## config.mk

```make
export PLATFORM = sky130hd
export DESIGN_NAME = adc_arbiter
export DESIGN_NICKNAME = d
export VERILOG_FILES = /design/src/rtl/adc_arbiter.sv
export SDC_FILE = /design/constraint.sdc
export NUM_CORES = 1
export LEC_CHECK = 0
export ABC_AREA = 1
export CAP_MARGIN = 20
export CORE_UTILIZATION = 43
export CTS_BUF_LIST = sky130_fd_sc_hd__clkbuf_16
export DETAILED_ROUTE_END_ITERATION = 8
export PLACE_DENSITY_LB_ADDON = 0.05
export SLEW_MARGIN = 20
export SYNTH_ARGS = -nofsm -noshare
export SYNTH_HDL_FRONTEND = slang
export SYNTH_SLANG_ARGS = --single-unit
```

## constraint.sdc

```tcl
create_clock -name clk -period 1.2 [get_ports clk]
set_clock_uncertainty 0.05 [all_clocks]
set_input_delay 0.12 -clock clk [delete_from_list [all_inputs] [get_ports clk]]
set_output_delay 0.12 -clock clk [all_outputs]
set_load 0.02 [all_outputs]
```

## src/rtl/adc_arbiter.sv

```systemverilog
// Round-robin arbiter sharing one ADC capture block between two requesters,
// with a post-conversion idle gap and a watchdog on a missing conversion-complete.
module adc_arbiter #(
  parameter int unsigned DATA_W  = 8,
  parameter int unsigned TIMEOUT = 64,
  parameter int unsigned GAP     = 2
) (
  input  logic              clk,
  input  logic              reset,
  input  logic              enable,
  input  logic              req_a,
  input  logic              req_b,
  output logic              ack_a,
  output logic              ack_b,
  output logic [DATA_W-1:0] data_out,
  output logic              ack_err,
  output logic              err_sticky,
  input  logic              err_clr,
  output logic              busy,
  output logic              adc_start,
  input  logic              adc_done,
  input  logic [DATA_W-1:0] adc_data
);

  localparam int unsigned CNT_W = (TIMEOUT > 1) ? $clog2(TIMEOUT) : 1;
  localparam int unsigned GAP_W = (GAP > 1) ? $clog2(GAP) : 1;

  localparam logic [1:0] S_IDLE  = 2'd0;
  localparam logic [1:0] S_START = 2'd1;
  localparam logic [1:0] S_WAIT  = 2'd2;
  localparam logic [1:0] S_GAP   = 2'd3;

  // Owner encoding: 0 = requester A, 1 = requester B.
  localparam logic OWN_A = 1'b0;
  localparam logic OWN_B = 1'b1;

  logic [1:0]        state, state_nx;
  logic              owner, owner_nx;
  logic              last_owner, last_owner_nx;
  logic [CNT_W-1:0]  cnt, cnt_nx;
  logic [GAP_W-1:0]  gap_cnt, gap_cnt_nx;
  logic              start_nx;
  logic              ack_a_nx, ack_b_nx, ack_err_nx;
  logic              sticky_nx;
  logic [DATA_W-1:0] data_nx;
  logic              finish;

  // State and registered outputs.
  always_ff @(posedge clk or negedge reset) begin
    if (!reset) begin
      state      <= S_IDLE;
      owner      <= OWN_A;
      last_owner <= OWN_B;
      cnt        <= '0;
      gap_cnt    <= '0;
      adc_start  <= 1'b0;
      ack_a      <= 1'b0;
      ack_b      <= 1'b0;
      ack_err    <= 1'b0;
      err_sticky <= 1'b0;
      busy       <= 1'b0;
      data_out   <= '0;
    end else begin
      state      <= state_nx;
      owner      <= owner_nx;
      last_owner <= last_owner_nx;
      cnt        <= cnt_nx;
      gap_cnt    <= gap_cnt_nx;
      adc_start  <= start_nx;
      ack_a      <= ack_a_nx;
      ack_b      <= ack_b_nx;
      ack_err    <= ack_err_nx;
      err_sticky <= sticky_nx;
      busy       <= (state_nx != S_IDLE);
      data_out   <= data_nx;
    end
  end

  // Next-state and next-output logic.
  always_comb begin
    state_nx      = state;
    owner_nx      = owner;
    last_owner_nx = last_owner;
    cnt_nx        = cnt;
    gap_cnt_nx    = gap_cnt;
    start_nx      = 1'b0;
    ack_a_nx      = 1'b0;
    ack_b_nx      = 1'b0;
    ack_err_nx    = 1'b0;
    data_nx       = data_out;
    sticky_nx     = err_sticky & ~err_clr;
    finish        = 1'b0;

    case (state)
      S_IDLE: begin
        if (enable && (req_a || req_b)) begin
          owner_nx = (req_a && req_b) ? ~last_owner : (req_b ? OWN_B : OWN_A);
          start_nx = 1'b1;
          state_nx = S_START;
        end
      end
      S_START: begin
        cnt_nx   = CNT_W'(TIMEOUT - 1);
        state_nx = S_WAIT;
      end
      S_WAIT: begin
        // A completion on the expiry edge still counts as success.
        if (adc_done) begin
          data_nx = adc_data;
          finish  = 1'b1;
        end else if (cnt == '0) begin
          data_nx    = '0;
          ack_err_nx = 1'b1;
          sticky_nx  = 1'b1;
          finish     = 1'b1;
        end else begin
          cnt_nx = cnt - CNT_W'(1);
        end
      end
      S_GAP: begin
        if (gap_cnt == '0) begin
          state_nx = S_IDLE;
        end else begin
          gap_cnt_nx = gap_cnt - GAP_W'(1);
        end
      end
      default: state_nx = S_IDLE;
    endcase

    // The ack cycle is the first cycle of the gap.
    if (finish) begin
      ack_a_nx      = (owner == OWN_A);
      ack_b_nx      = (owner == OWN_B);
      last_owner_nx = owner;
      if (GAP == 0) begin
        state_nx = S_IDLE;
      end else begin
        state_nx   = S_GAP;
        gap_cnt_nx = GAP_W'((GAP > 0) ? (GAP - 1) : 0);
      end
    end
  end

endmodule

```

# Word level (Yosys, flattened, before mapping)

Index checks and enable logic that the tools add are counted.

Add/sub/neg operators: 2
Equal/unequal tests: 5
Muxes and demuxes: 26
Bitwise operators: 4
Reduce and logical (&&, ||, !) cells: 12

Operators by type and width:

| kind                  | count |
|---|---|
| $mux W1               | 17 |
| $mux W8               | 2 |
| $mux W6               | 2 |
| $pmux W6 S2           | 1 |
| $reduce_bool A2 Y1    | 4 |
| $logic_not A6 Y1      | 1 |
| $mux W2               | 3 |
| $pmux W2 S3           | 1 |
| $sub A6 B1 Y6 const B | 1 |
| $eq A2 B2 Y1 const B  | 2 |
| $ne A2 B2 Y1 const B  | 2 |
| $reduce_and A2 Y1     | 2 |
| $not A1 Y1            | 3 |
| $reduce_and A3 Y1     | 1 |
| $eq A2 B1 Y1 const B  | 1 |
| $logic_and A1 B1 Y1   | 2 |
| $logic_not A2 Y1      | 1 |
| $and A1 B1 Y1         | 1 |
| $logic_or A1 B1 Y1    | 1 |
| $sub A1 B1 Y1 const B | 1 |

Flip-flop bits (word level): 25
Input port bits: 15
Output and inout port bits: 14
Logic and storage cells: 61

# Longest topological paths before layout

Depth in word-level cells: 6
Gate-level depth with buffers: 9
Mapped depth without buffers: 9

# Worst setup path before layout

OpenSTA, ideal clock, no wires.

Path type: register -> register
Start: register cnt[0]
End: register data_out[3]
Library setup time: 0.117 ns
Arrival: 1.157 ns
Required time: 1.033 ns
Setup slack: -0.124 ns
Stages on the path, launching flop included: 9
Period minus slack after synthesis: 1.324 ns
Path through: dfrtp_1 > inv_1 > ha_1 > nand3_4 > nand2_2 > nand2_4 > buf_6 > nand2_1 > nand2_1

Longest elaborated chain between the ends: 3

RTL lines:

| element                      | RTL line | source |
|---|---|---|
| start: declaration           | 40       | `logic [CNT_W-1:0] cnt, cnt_nx;` |
| start signal: assignment     | 67       | `cnt <= cnt_nx;` |
| $logic_not A6 Y1             | 111      | `end else if (cnt == '0) begin` |
| $reduce_bool A2 Y1 (no line) | --       |  |
| $reduce_and A2 Y1 (no line)  | --       |  |
| end signal: assignment       | 75       | `data_out <= data_nx;` |
| end: declaration             | 15       | `output logic [DATA_W-1:0] data_out,` |

No other way between the ends.
A chain may end at the register's enable or synchronous reset.

# Worst setup path in the final report

Start: register cnt[0]
End: register data_out[7]

Same word-level chain as after synthesis.

==> results <==
cells in the final DEF (no fill, tap or decap), types with 3 or more instances in the layout:
cell	instances
nand3_1	17
clkdlybuf4s50_1	14
buf_4	12
dlygate4sd2_1	14
inv_2	5
o21ai_1	4
inv_1	10
nand2_1	26
dfrtp_1	24
nor2_1	7
nand2_4	3
nor2_2	5
nor2_4	4
clkbuf_16	3
nand2_2	12
cell families after synthesis:
group | count (synthesis) | share of synthesized area (%)
simple gates | 78 | 32.65
fa+ha+maj | 2 | 2.162
compound gates | 7 | 3.136
flops | 25 | 54.16
buf+inv | 20 | 7.891
cell type report:
| type | instances | area share (%) |
|---|---|---|
| flip-flops and latches | 25 | 35.94 |
| inverters | 17 | 3.945 |
| clock buffers | 3 | 4.304 |
| clock inverters | 1 | 0.5022 |
| well taps | 30 | 2.152 |
| multi-input cells | 88 | 31.78 |
| repair buffers | 41 | 21.38 |
where the power goes:
group / internal, mW / switching (mW)
Combinational: 0.798 / 1.17
Sequential: 1.19 / 0.230
Clock: 0.460 / 0.304
Total: 2.44 / 1.70
path summary, 6_finish.rpt:
kind                        startpoint           to  slack [ns]  cells past startpoint
setup / recovery                cnt[0]  data_out[7]       -0.06                      7
min in group clk           adc_data[5]  data_out[5]        0.36                      3
hold / removal                   reset        ack_a        0.16                      2
max in group asynchronous        reset   last_owner        0.72                      2
setup reg to reg                cnt[0]  data_out[7]       -0.06                      7
hold reg to reg                  owner        ack_a        0.40                      1
what timing repair did:
item,4_1_cts,5_1_grt
setup endpoints to repair,27,20
buffers inserted,0,1
hold buffers,0,0
pin swaps,4,4
gates resized for setup,24,17
gates cloned,1,0
metal layers:
layer / vias to the layer above / share of wire [%]
met3: 7 / 4.1
met4: 0 / 1.8
met2: 27 / 49
li1: 501 / -
met5: - / 0
met1: 461 / 45
worst max-delay path: cells and delay by family (launching register included):
kind	cells	cell delay (ns)
and+or+nand+nor	5	0.48
adders and majority gates	1	0.15
buffers and inverters	1	0.11
DFF	1	0.37
state kept, by name, indices dropped and copies added (netlist names):
signal	count
busy	1
owner	1
ack_err	1
state	2
err_sticky	1
adc_start	1
cnt	6
last_owner	1
ack_a	1
data_out	8
gap_cnt	1
ack_b	1
==> flow_metrics.tcl <==
set metrics [dict create \
    status "finished, violations left" \
    violations "negative setup slack" \
    synthFlopType "dfrtp_1" \
    ys_types 19 \
    drtIter0Drc 9 \
    via_per_inst 4.859 \
    arrival_ns 1.37 \
    path_max_fanout 8 \
    p_total_mw 4.147 \
    globalRouteMet3Util_pct 2.542 \
    dp_slack_ns -0.07589 \
    cp-start-kind "register" \
    antenna_left 0 \
    finalCritPeriodShare_pct 105.3 \
    hold_violations 0 \
    synth_top_cell_area_share_pct 51.89 \
    drive_above_1_share_pct 31.43 \
    dieWidth_um 53.88 \
    drc 0 \
    powerDensity_nw_per_um2 2378 \
    crit_chain "inv_2, ha_4, nand3_4, nand2_4, nand2_8, nand2_2, nand2_1" \
    clockBufferDepth 2 \
    dr_total_vias 996 \
    syn-num-nets 149 \
    grt-busiest-layer "met2" \
    cts.sinks 25 \
    place_area_um2 1565 \
    p_leak_nw 0.8481 \
    grt_overflow 0 \
    synth_common_cells "37 x nand2_1, 24 x dfrtp_1, 17 x nand3_1" \
    drv_cap 0 \
    crit_path_end_kind "register" \
    setup_tns_ns -0.5779 \
    antenna_found_initial 0 \
    met1_usage_pct 24.33 \
    cts_buffers 3 \
    synthArstFlopShare_pct 100.0 \
    num_antenna_cells 0 \
    final_nets 193 \
    die_y_um 53.88 \
    final-instance-count-excl-fill 205 \
    required_ns 1.30 \
    fmax_mhz 791.5 \
    grt_usage_pct 20.01 \
    multi_input_area_um2 554.3 \
    drv_slew 0 \
    rsz0062_at_grt "yes" \
    critPathSlowestCell "dfrtp_1" \
    yosysTopAreaCell "dfrtp_1" \
    clock_latency_ns 0.26 \
    yosys.cell_count.top_type "nand2_1" \
    grt_pass1_vias 1023 \
    yosys_warnings 0 \
    cts-root-buf "clkbuf_16" \
    final_area_um2 1744 \
    synth_edf_count 0 \
    slowest_delay_ns 0.37 \
    vdd_ir_drop_max_mv 1.301 \
    critPathKind "reg2reg" \
    slew_headroom_pct 85.43 \
    min_period_ns 1.263 \
    coreArea_um2 2500 \
    utilization_pct 69.77 \
    area_growth_pct 50.70 \
    start_util_pct 46.30 \
    grt_max_degree 26 \
    grt_pass1_wl_um 4119 \
    synth.cell_area_um2 1157 \
    ys_ff_latch 25 \
    worst_hold_slack_ns 0.1570 \
    fillCellCount 203 \
    io_pins 29 \
    rows 18 \
    dp.cells 199 \
    worst_pin_slew_ns 0.2194 \
    clkSlewWorstSetupHoldPaths_ns 0.07 \
    syn-instance-count 132 \
    htreeDepth 1 \
    post_drt_wl_per_cell_um 11.95 \
    seq_area_um2 626.9 \
    yosysSeqAreaShare_pct 54.16 \
    die_area_um2 2903 \
    avgSynthCellArea_um2 8.768 \
    gp_congestion 0.7683 \
    use_met2_pct 33.95 \
    portBuffers 28 \
    fin_ws_ns -0.06343 \
    routed_wirelength_um 2449 \
    setup_viol 15 \
    cts_tree "built" \
    dp_hpwl_um 1757 \
    hp-class "in2async" \
    dr.pass1.iters 2 \
    yosys-top-cells-area "dfrtp_1 52%, nand2_1 12%, nand3_1 7.4%, inv_1 4.5%, nor2_2 3.2%" \
]
(Power assumes the default switching activity.)
